File: config.mk
export PLATFORM = sky130hd
export DESIGN_NAME = psk_modulator_flat
export DESIGN_NICKNAME = d
export VERILOG_FILES = /design/src/rtl/psk_modulator_pkg.sv /design/src/rtl/psk_modulator_if.sv /design/src/rtl/psk_modulator_sine_rom.sv /design/src/rtl/psk_modulator.sv /design/src/flat_wrapper.sv
export SDC_FILE = /design/constraint.sdc
export NUM_CORES = 1
export LEC_CHECK = 0
export CAP_MARGIN = 0
export CORE_MARGIN = 4
export CORE_UTILIZATION = 35
export DETAILED_ROUTE_END_ITERATION = 8
export GPL_TIMING_DRIVEN = 1
export MAX_ROUTING_LAYER = met4
export PLACE_DENSITY = 0.62
export SYNTH_ARGS = -nofsm -noshare
export SYNTH_HDL_FRONTEND = slang
export SYNTH_SLANG_ARGS = --single-unit
export TNS_END_PERCENT = 30
File: constraint.sdc
create_clock -name clk -period 5.3 [get_ports clk]
set_input_delay 1.59 -clock clk [delete_from_list [all_inputs] [get_ports clk]]
set_output_delay 1.59 -clock clk [all_outputs]
set_load 0.03 [all_outputs]
File: src/rtl/psk_modulator_pkg.sv
// Shared types and the sine-table fill function for the PSK carrier modulator.
package psk_pkg;

    typedef enum logic {
        MODE_BPSK = 1'b0,
        MODE_QPSK = 1'b1
    } mode_t;

    typedef enum logic {
        S_IDLE = 1'b0,
        S_RUN  = 1'b1
    } state_t;

    localparam real PI = 3.14159265358979323846;

    // One carrier-period sine entry, scaled to full signed range and truncated toward zero.
    function automatic int rom_fill(input int k, input int lut_aw, input int data_w);
        real amp;
        real ang;
        amp = (2.0 ** (data_w - 1)) - 1.0;
        ang = 2.0 * PI * real'(k) / (2.0 ** lut_aw);
        return $rtoi($sin(ang) * amp);
    endfunction

endpackage

File: src/rtl/psk_modulator_if.sv
// Symbol-in / sample-out bundle of the PSK modulator.
interface psk_modulator_if #(
    parameter int DATA_W = 16
);
    logic                     mode;
    logic                     sym_valid;
    logic [1:0]               sym_data;
    logic                     sym_ready;
    logic                     out_valid;
    logic signed [DATA_W-1:0] out_sample;
    logic                     underrun;

    modport master (
        output mode, sym_valid, sym_data,
        input  sym_ready, out_valid, out_sample, underrun
    );

    modport slave (
        input  mode, sym_valid, sym_data,
        output sym_ready, out_valid, out_sample, underrun
    );
endinterface

File: src/rtl/psk_modulator_sine_rom.sv
// Full-period sine table with a sine port at p and a cosine port at p + DEPTH/4.
module psk_sine_rom
    import psk_pkg::*;
#(
    parameter int DATA_W = 16,
    parameter int LUT_AW = 8
) (
    input  logic [LUT_AW-1:0]        phase,
    output logic signed [DATA_W-1:0] sin_val,
    output logic signed [DATA_W-1:0] cos_val
);
    localparam int DEPTH = 2 ** LUT_AW;

    logic signed [DATA_W-1:0] rom_s [DEPTH];
    logic [LUT_AW-1:0]        cos_addr_s;

    // Each entry is a constant expression, so the table folds to a ROM.
    for (genvar k = 0; k < DEPTH; k++) begin : g_fill
        assign rom_s[k] = DATA_W'(rom_fill(k, LUT_AW, DATA_W));
    end

    // The quarter-period offset wraps naturally at LUT_AW bits.
    assign cos_addr_s = phase + LUT_AW'(DEPTH / 4);
    assign sin_val    = rom_s[phase];
    assign cos_val    = rom_s[cos_addr_s];

endmodule

File: src/rtl/psk_modulator.sv
// BPSK/QPSK carrier modulator: one symbol in, SPS phase-continuous samples out.
module psk_modulator
    import psk_pkg::*;
#(
    parameter int DATA_W    = 16,
    parameter int LUT_AW    = 8,
    parameter int SPS       = 256,
    parameter int PHASE_INC = 1
) (
    input logic            clk,
    input logic            reset,
    psk_modulator_if.slave bus
);
    localparam int CNT_W = (SPS > 1) ? $clog2(SPS) : 1;

    state_t                   state_r;
    logic [LUT_AW-1:0]        phase_r;
    logic [CNT_W-1:0]         cnt_r;
    logic [1:0]               sym_r;
    mode_t                    mode_r;
    logic                     out_valid_r;
    logic signed [DATA_W-1:0] out_sample_r;
    logic                     underrun_r;

    logic                     last_s;
    logic                     sym_ready_s;
    logic                     accept_s;
    logic signed [DATA_W-1:0] sin_s;
    logic signed [DATA_W-1:0] cos_s;
    logic signed [DATA_W:0]   sin_x_s;
    logic signed [DATA_W:0]   cos_x_s;
    logic signed [DATA_W:0]   s_term_s;
    logic signed [DATA_W:0]   c_term_s;
    logic signed [DATA_W:0]   sum_s;
    logic signed [DATA_W:0]   half_s;
    logic signed [DATA_W-1:0] sample_s;

    psk_sine_rom #(
        .DATA_W (DATA_W),
        .LUT_AW (LUT_AW)
    ) u_rom (
        .phase   (phase_r),
        .sin_val (sin_s),
        .cos_val (cos_s)
    );

    // Ready depends only on state and position in the symbol, never on sym_valid.
    always_comb begin
        last_s      = (cnt_r == CNT_W'(SPS - 1));
        sym_ready_s = (state_r == S_IDLE) || ((state_r == S_RUN) && last_s);
        accept_s    = bus.sym_valid && sym_ready_s;
    end

    // Sign selection and QPSK half-sum at one extra bit so the sum cannot wrap.
    always_comb begin
        sin_x_s  = {sin_s[DATA_W-1], sin_s};
        cos_x_s  = {cos_s[DATA_W-1], cos_s};
        s_term_s = sym_r[0] ? sin_x_s : -sin_x_s;
        c_term_s = sym_r[1] ? cos_x_s : -cos_x_s;
        sum_s    = c_term_s + s_term_s;
        half_s   = sum_s >>> 1'd1;
        case (mode_r)
            MODE_BPSK: sample_s = s_term_s[DATA_W-1:0];
            MODE_QPSK: sample_s = half_s[DATA_W-1:0];
            default:   sample_s = '0;
        endcase
    end

    // Control FSM, phase/sample counters, symbol latch and registered output stage.
    always_ff @(posedge clk) begin
        if (reset) begin
            state_r      <= S_IDLE;
            phase_r      <= '0;
            cnt_r        <= '0;
            sym_r        <= 2'b00;
            mode_r       <= MODE_BPSK;
            out_valid_r  <= 1'b0;
            out_sample_r <= '0;
            underrun_r   <= 1'b0;
        end else begin
            case (state_r)
                S_IDLE: begin
                    out_valid_r  <= 1'b0;
                    out_sample_r <= '0;
                    // Output still valid here means the last burst just starved.
                    underrun_r   <= out_valid_r;
                    phase_r      <= '0;
                    cnt_r        <= '0;
                    if (accept_s) begin
                        state_r <= S_RUN;
                        sym_r   <= bus.sym_data;
                        mode_r  <= mode_t'(bus.mode);
                    end
                end
                S_RUN: begin
                    out_valid_r  <= 1'b1;
                    out_sample_r <= sample_s;
                    underrun_r   <= 1'b0;
                    phase_r      <= phase_r + LUT_AW'(PHASE_INC);
                    if (last_s) begin
                        cnt_r <= '0;
                        if (accept_s) begin
                            // Phase keeps running so the symbol boundary is continuous.
                            sym_r  <= bus.sym_data;
                            mode_r <= mode_t'(bus.mode);
                        end else begin
                            state_r <= S_IDLE;
                            phase_r <= '0;
                        end
                    end else begin
                        cnt_r <= cnt_r + CNT_W'(1);
                    end
                end
                default: begin
                    state_r      <= S_IDLE;
                    phase_r      <= '0;
                    cnt_r        <= '0;
                    out_valid_r  <= 1'b0;
                    out_sample_r <= '0;
                    underrun_r   <= 1'b0;
                end
            endcase
        end
    end

    assign bus.sym_ready  = sym_ready_s;
    assign bus.out_valid  = out_valid_r;
    assign bus.out_sample = out_sample_r;
    assign bus.underrun   = underrun_r;

endmodule

File: src/flat_wrapper.sv
// flat-port wrapper written by rule: the top's interface ports become plain ports
module psk_modulator_flat import psk_pkg::*;
#(
    parameter int DATA_W    = 16,
    parameter int LUT_AW    = 8,
    parameter int SPS       = 256,
    parameter int PHASE_INC = 1
)
  (clk, reset, bus_mode, bus_sym_valid, bus_sym_data, bus_sym_ready, bus_out_valid, bus_out_sample, bus_underrun);
  psk_modulator_if #(.DATA_W(DATA_W)) bus_i ();
  input logic clk;
  input logic reset;
  input wire logic [$bits(bus_i.mode)-1:0] bus_mode;
  input wire logic [$bits(bus_i.sym_valid)-1:0] bus_sym_valid;
  input wire logic [$bits(bus_i.sym_data)-1:0] bus_sym_data;
  output wire logic [$bits(bus_i.sym_ready)-1:0] bus_sym_ready;
  output wire logic [$bits(bus_i.out_valid)-1:0] bus_out_valid;
  output wire logic [$bits(bus_i.out_sample)-1:0] bus_out_sample;
  output wire logic [$bits(bus_i.underrun)-1:0] bus_underrun;
  assign bus_i.mode = bus_mode;
  assign bus_i.sym_valid = bus_sym_valid;
  assign bus_i.sym_data = bus_sym_data;
  assign bus_sym_ready = bus_i.sym_ready;
  assign bus_out_valid = bus_i.out_valid;
  assign bus_out_sample = bus_i.out_sample;
  assign bus_underrun = bus_i.underrun;
  psk_modulator #(.DATA_W(DATA_W), .LUT_AW(LUT_AW), .SPS(SPS), .PHASE_INC(PHASE_INC)) u_core (.clk(clk), .reset(reset), .bus(bus_i));
endmodule
==> qor.csv, run 1 <==
stage,metric,value,unit
outcome,status,aborted with a tool error,
outcome,stop_stage,detailed routing (5_2_route),
outcome,error,[ERROR DRT-0255] Maze Route cannot find path of net clk in worker of routeBox ( 144900 0 ) ( 158855 48300 ).,
logic_synthesis,synth_cells,1124,
placed_design,place_hpwl,34900,um
placed_design,place.gp.congestion,1.11,
logic_synthesis,synth_nets,1173,
global_routing,grt_pass1_wl,64900,um
logic_synthesis,yosysSeqAreaShare,9.55,%
floorplan,die_w,159,um
clock_tree,clock-sinks,38,
logic_synthesis,async_reset_ff_share,0,%
logic_synthesis,yosysTopAreaCellShare,9.55,%
floorplan,io_pins,25,
floorplan,initial_core_util,36.1,%
placed_design,portBuffers,24,
timing,worst_endpoint,u_core.bus.out_sample[15]$_SDFF_PP0_/D,
floorplan,rows,54,
global_routing,grt_max_degree,39,
logic_synthesis,synth-seq-cells,38,
logic_synthesis,synth_area_per_cell,7.09,sq um
logic_synthesis,synth_area_leaders,"dfxtp_1 (9.6%), ha_1 (6.6%), mux4_2 (5.7%)",
logic_synthesis,synth_edf_count,0,
clock_tree,cts_buffers,5,
global_routing,antenna_found_initial,1,
logic_synthesis,synth.most_common_cell,nor2_1,
global_routing,grt-ovfl-total,0,
global_routing,grt_pass1_vias,9859,
clock_tree,ctsHoldBuffers,0,
logic_synthesis,ys_warn_count,0,
logic_synthesis,synth_area_leader_cell,dfxtp_1,
logic_synthesis,ys_top_cells_by_count,"nor2_1 (114), nand2_1 (92), a21oi_1 (86)",
logic_synthesis,synth_cell_types,85,
timing,worst_path_end_type,register input,
logic_synthesis,synth.cell_area,7970,sq um
logic_synthesis,ys.flop_type,dfxtp_1,
clock_tree,cts_buffer_depth,2,
floorplan,die_h,159,um
clock_tree,clockRootBuffer,clkbuf_16,
global_routing,grt_usage,34.7,%
clock_tree,htree_levels,2,
[per-layer routing]
layer	track usage [%]
met1	41.2
met4	17.9
met2	55.3
met3	7.65
met5	-
[through the flow]
stage / std cells / area, sq um / setup slack (ns) / util (%) / hold slack (ns)
after floorplan: 1124 / 7970 / 0.0284 / - / 0.426
after global placement: 1598 / 10200 / -0.231 / 46.2 / 0.441
after detailed placement: 1598 / 10200 / -0.220 / 46.2 / 0.452
after CTS: 1606 / 10400 / 0.0265 / 47.2 / 0.465
after global routing: 1622 / 11100 / -0.0673 / 50.1 / 0.487
[what timing repair did]
| action | CTS | global route |
|---|---|---|
| resized for setup | 9 | 120 |
| pin swaps | 1 | 26 |
| buffers inserted | 0 | 16 |
| endpoints found under the setup margin | 3 | 5 |
[cells by family after synthesis]
group	after synthesis	synth area share, %
AOI/OAI and AO/OA	361	31.4
xor gates and xnor gates	56	6.16
muxes	55	10.2
and+or+nand+nor	442	27.8
buffers and inverters	129	8.04
DFF	38	9.55
adders and majority gates	43	6.85
==> run 2: changes to the inputs <==
CORE_UTILIZATION = 20   (was 35)
MAX_ROUTING_LAYER = default   (was met4)
PLACE_DENSITY = default   (was 0.62)
PLACE_DENSITY_LB_ADDON = 0.15   (was default)
clock period = 6.9 ns   (was 5.3 ns; I/O delays follow)
==> run 2 against run 1 <==
Against the previous run:
- the flow now finishes without violations
- synthesized area unchanged
- synthesized cell count is the same
- global-route usage shrank 16 points
==> qor.csv, run 2 <==
stage,metric,value,unit
global_routing,grt_pass1_wl,61100,um
global_routing,grt_pass1_vias,8903,
final_layout,nets,1145,
logic_synthesis,synth_area_leaders,"dfxtp_1 (9.6%), ha_1 (6.6%), mux4_2 (5.7%)",
final_layout,area_growth,11.2,%
logic_synthesis,synth_cells,1124,
global_routing,grt_usage,18.3,%
clock_tree,post_cts_buffers,0,
placed_design,dp_slack,0.751,ns
power,ir_worst_vdd,77.9,uV
floorplan,die_h,208,um
detailed_routing,drc,0,
clock_tree,cts_buffers,5,
placed_design,place.gp.congestion,1.05,
clock_tree,clockRootBuffer,clkbuf_16,
logic_synthesis,synth_edf_count,0,
timing,max_clock_freq,161,MHz
logic_synthesis,synth_cell_types,85,
floorplan,initial_core_util,20.4,%
placed_design,portBuffers,24,
logic_synthesis,synth-seq-cells,38,
logic_synthesis,ys.flop_type,dfxtp_1,
worst_setup_path,r2r_setup_slack,0.69,ns
final_layout,layout_commonest_cell,nor2_1,
detailed_routing,drt-initial-drc-count,1370,
detailed_routing,via_per_inst,5.84,
logic_synthesis,synth.cell_area,7970,sq um
final_layout,mostFrequentLayoutCells,"nor2_1 (114), nand2_1 (92), a21oi_1 (86)",
power,power_density,94.2,nW/um^2
logic_synthesis,async_reset_ff_share,0,%
clock_tree,clock_latency,0.31,ns
min_path,hold_path.class,reg2reg,
global_routing,antenna_found_initial,2,
worst_setup_path,worstPathRequired,7.13,ns
timing,finalCriticalPeriod,6.21,ns
job,maxCapViolCount,0,
worst_setup_path,path_max_fanout,16,
timing,finalHoldViolations,0,
clock_tree,cts_tree,built,
min_path,min_from,u_core.cnt_r[0],
detailed_routing,totalWireLength,41600,um
logic_synthesis,synth_area_leader_cell,dfxtp_1,
worst_setup_path,critPathLaunch,u_core.phase_r[0],
clock_tree,post_cts_resized,0,
power,leakage,3.07,nW
global_routing,grt_max_degree,80,
worst_setup_path,reg2regPathDepth,25,
final_layout,largest_register_ffs,16,
worst_setup_path,end_kind,flip-flop,
logic_synthesis,ys_warn_count,0,
clock_tree,htree_levels,2,
logic_synthesis,synth.most_common_cell,nor2_1,
floorplan,io_pins,25,
floorplan,coreArea,39000,sq um
logic_synthesis,yosysTopAreaCellShare,9.55,%
clock_tree,ctsHoldBuffers,0,
clock_tree,clk_pin_slew,0.08,ns
placed_design,place_hpwl,30900,um
timing,maxSlewHeadroom,19.6,%
final_layout,drive_above_1_share,10.3,%
logic_synthesis,synth_area_per_cell,7.09,sq um
final_layout,n_antenna_cell,0,
logic_synthesis,ys_top_cells_by_count,"nor2_1 (114), nand2_1 (92), a21oi_1 (86)",
timing,tns,0,ns
global_routing,grt-ovfl-total,0,
worst_setup_path,timing_worst_setup_path_type,reg2reg,
worst_setup_path,critPathLaunchType,flip-flop,
detailed_routing,wire_per_inst,25.7,um
logic_synthesis,synth_nets,1173,
logic_synthesis,yosysSeqAreaShare,9.55,%
detailed_routing,ant_nets,0,
floorplan,die_w,208,um
outcome,status,finished clean,
final_layout,fillers,4377,
worst_setup_path,rr_endpoint,u_core.bus.out_sample[15],
detailed_routing,dr.pass1.iters,6,
timing,fin_crit_sh,90.0,%
timing,setup_viol,0,
timing,setup_ws,0.687,ns
timing,grt_setup_unrepaired,no,
clock_tree,clock-sinks,38,
worst_setup_path,r2r_start,u_core.phase_r[0],
detailed_routing,vias,9434,
timing,finClkSkew,0.0195,ns
timing,slew_violations,0,
floorplan,rows,72,
worst_setup_path,worstPathArrival,6.44,ns
floorplan,dieArea,43100,sq um
clock_tree,cts_buffer_depth,2,
timing,tightest_slew,1.20,ns
worst_setup_path,crit_end,u_core.bus.out_sample[15],
-- run 2: cell type report --
class                           count  area [sq um]  share of cell area [%]
Multi-Input combinational cell    957          6560                    74.1
Sequential cell                    38           771                    8.70
Tap cell                          518           648                    7.31
Timing Repair Buffer               67           588                    6.64
Clock buffer                        6           150                    1.69
Inverter                           27           101                    1.14
Clock inverter                      2          38.8                   0.438
-- run 2: critical path, stage by stage (launching register included) --
cell and delay (ns):
dfxtp_1 0.40, inv_1 0.08, buf_4 0.20, ha_1 0.49, and2_1 0.29, o311ai_0 0.63, o311a_1 0.33, nor3_1 0.06
a311oi_1 0.55, nand2_1 0.20, a221oi_1 0.47, nor2b_1 0.22, and2_1 0.16, nor2_1 0.05, xnor2_1 0.16, ha_1 0.35
a21oi_1 0.14, nor2b_1 0.05, o21ai_0 0.14, nand2b_1 0.11, nor2_1 0.09, a21oi_1 0.09, o41ai_1 0.34, nand2_1 0.10
mux2i_1 0.20, mux2i_1 0.20
-- run 2: how the worst min path moves through the flow --
stage	cells past startpoint	end	slack (ns)
3_3_place_gp	1	u_core.cnt_r[0]	0.45
4_1_cts	1	u_core.cnt_r[0]	0.47
3_5_place_dp	1	u_core.cnt_r[0]	0.45
2_1_floorplan	1	u_core.cnt_r[0]	0.43
5_1_grt	1	u_core.cnt_r[0]	0.49
6_report	1	u_core.cnt_r[0]	0.46
-- run 2: power breakdown --
group	switching, mW	internal [mW]	total (mW)
sequential	0.00804	0.226	0.234
combinational	0.169	0.109	0.278
clock	0.129	0.194	0.323
total	0.306	0.529	0.835
-- run 2: layer usage --
layer	up-vias	track usage, %	share of wire (%)
li1	4135	-	-
met3	146	4.81	11
met5	-	0	0
met2	639	27.1	41
met1	4514	24.5	42
met4	0	9.07	6.0
-- run 2: cell families after synthesis --
family / after synthesis / share of synthesized area [%]
flops: 38 / 9.55
compound gates: 361 / 31.4
simple gates: 442 / 27.8
buf+inv: 129 / 8.04
fa+ha+maj: 43 / 6.85
mux: 55 / 10.2
xor+xnor: 56 / 6.16
-- run 2: stage by stage --
stage	util (%)	hold WS (ns)	area (sq um)	power, mW	instances
2_1_floorplan	-	0.426	7970	0.429	1124
3_3_place_gp	22.2	0.446	8670	0.517	1607
3_5_place_dp	22.2	0.450	8670	0.511	1607
4_1_cts	22.7	0.466	8860	0.841	1615
5_1_grt	22.7	0.493	8860	0.881	1615
6_report	22.7	0.457	8860	0.835	1615
Note: power is estimated with default switching activity, not from simulation.
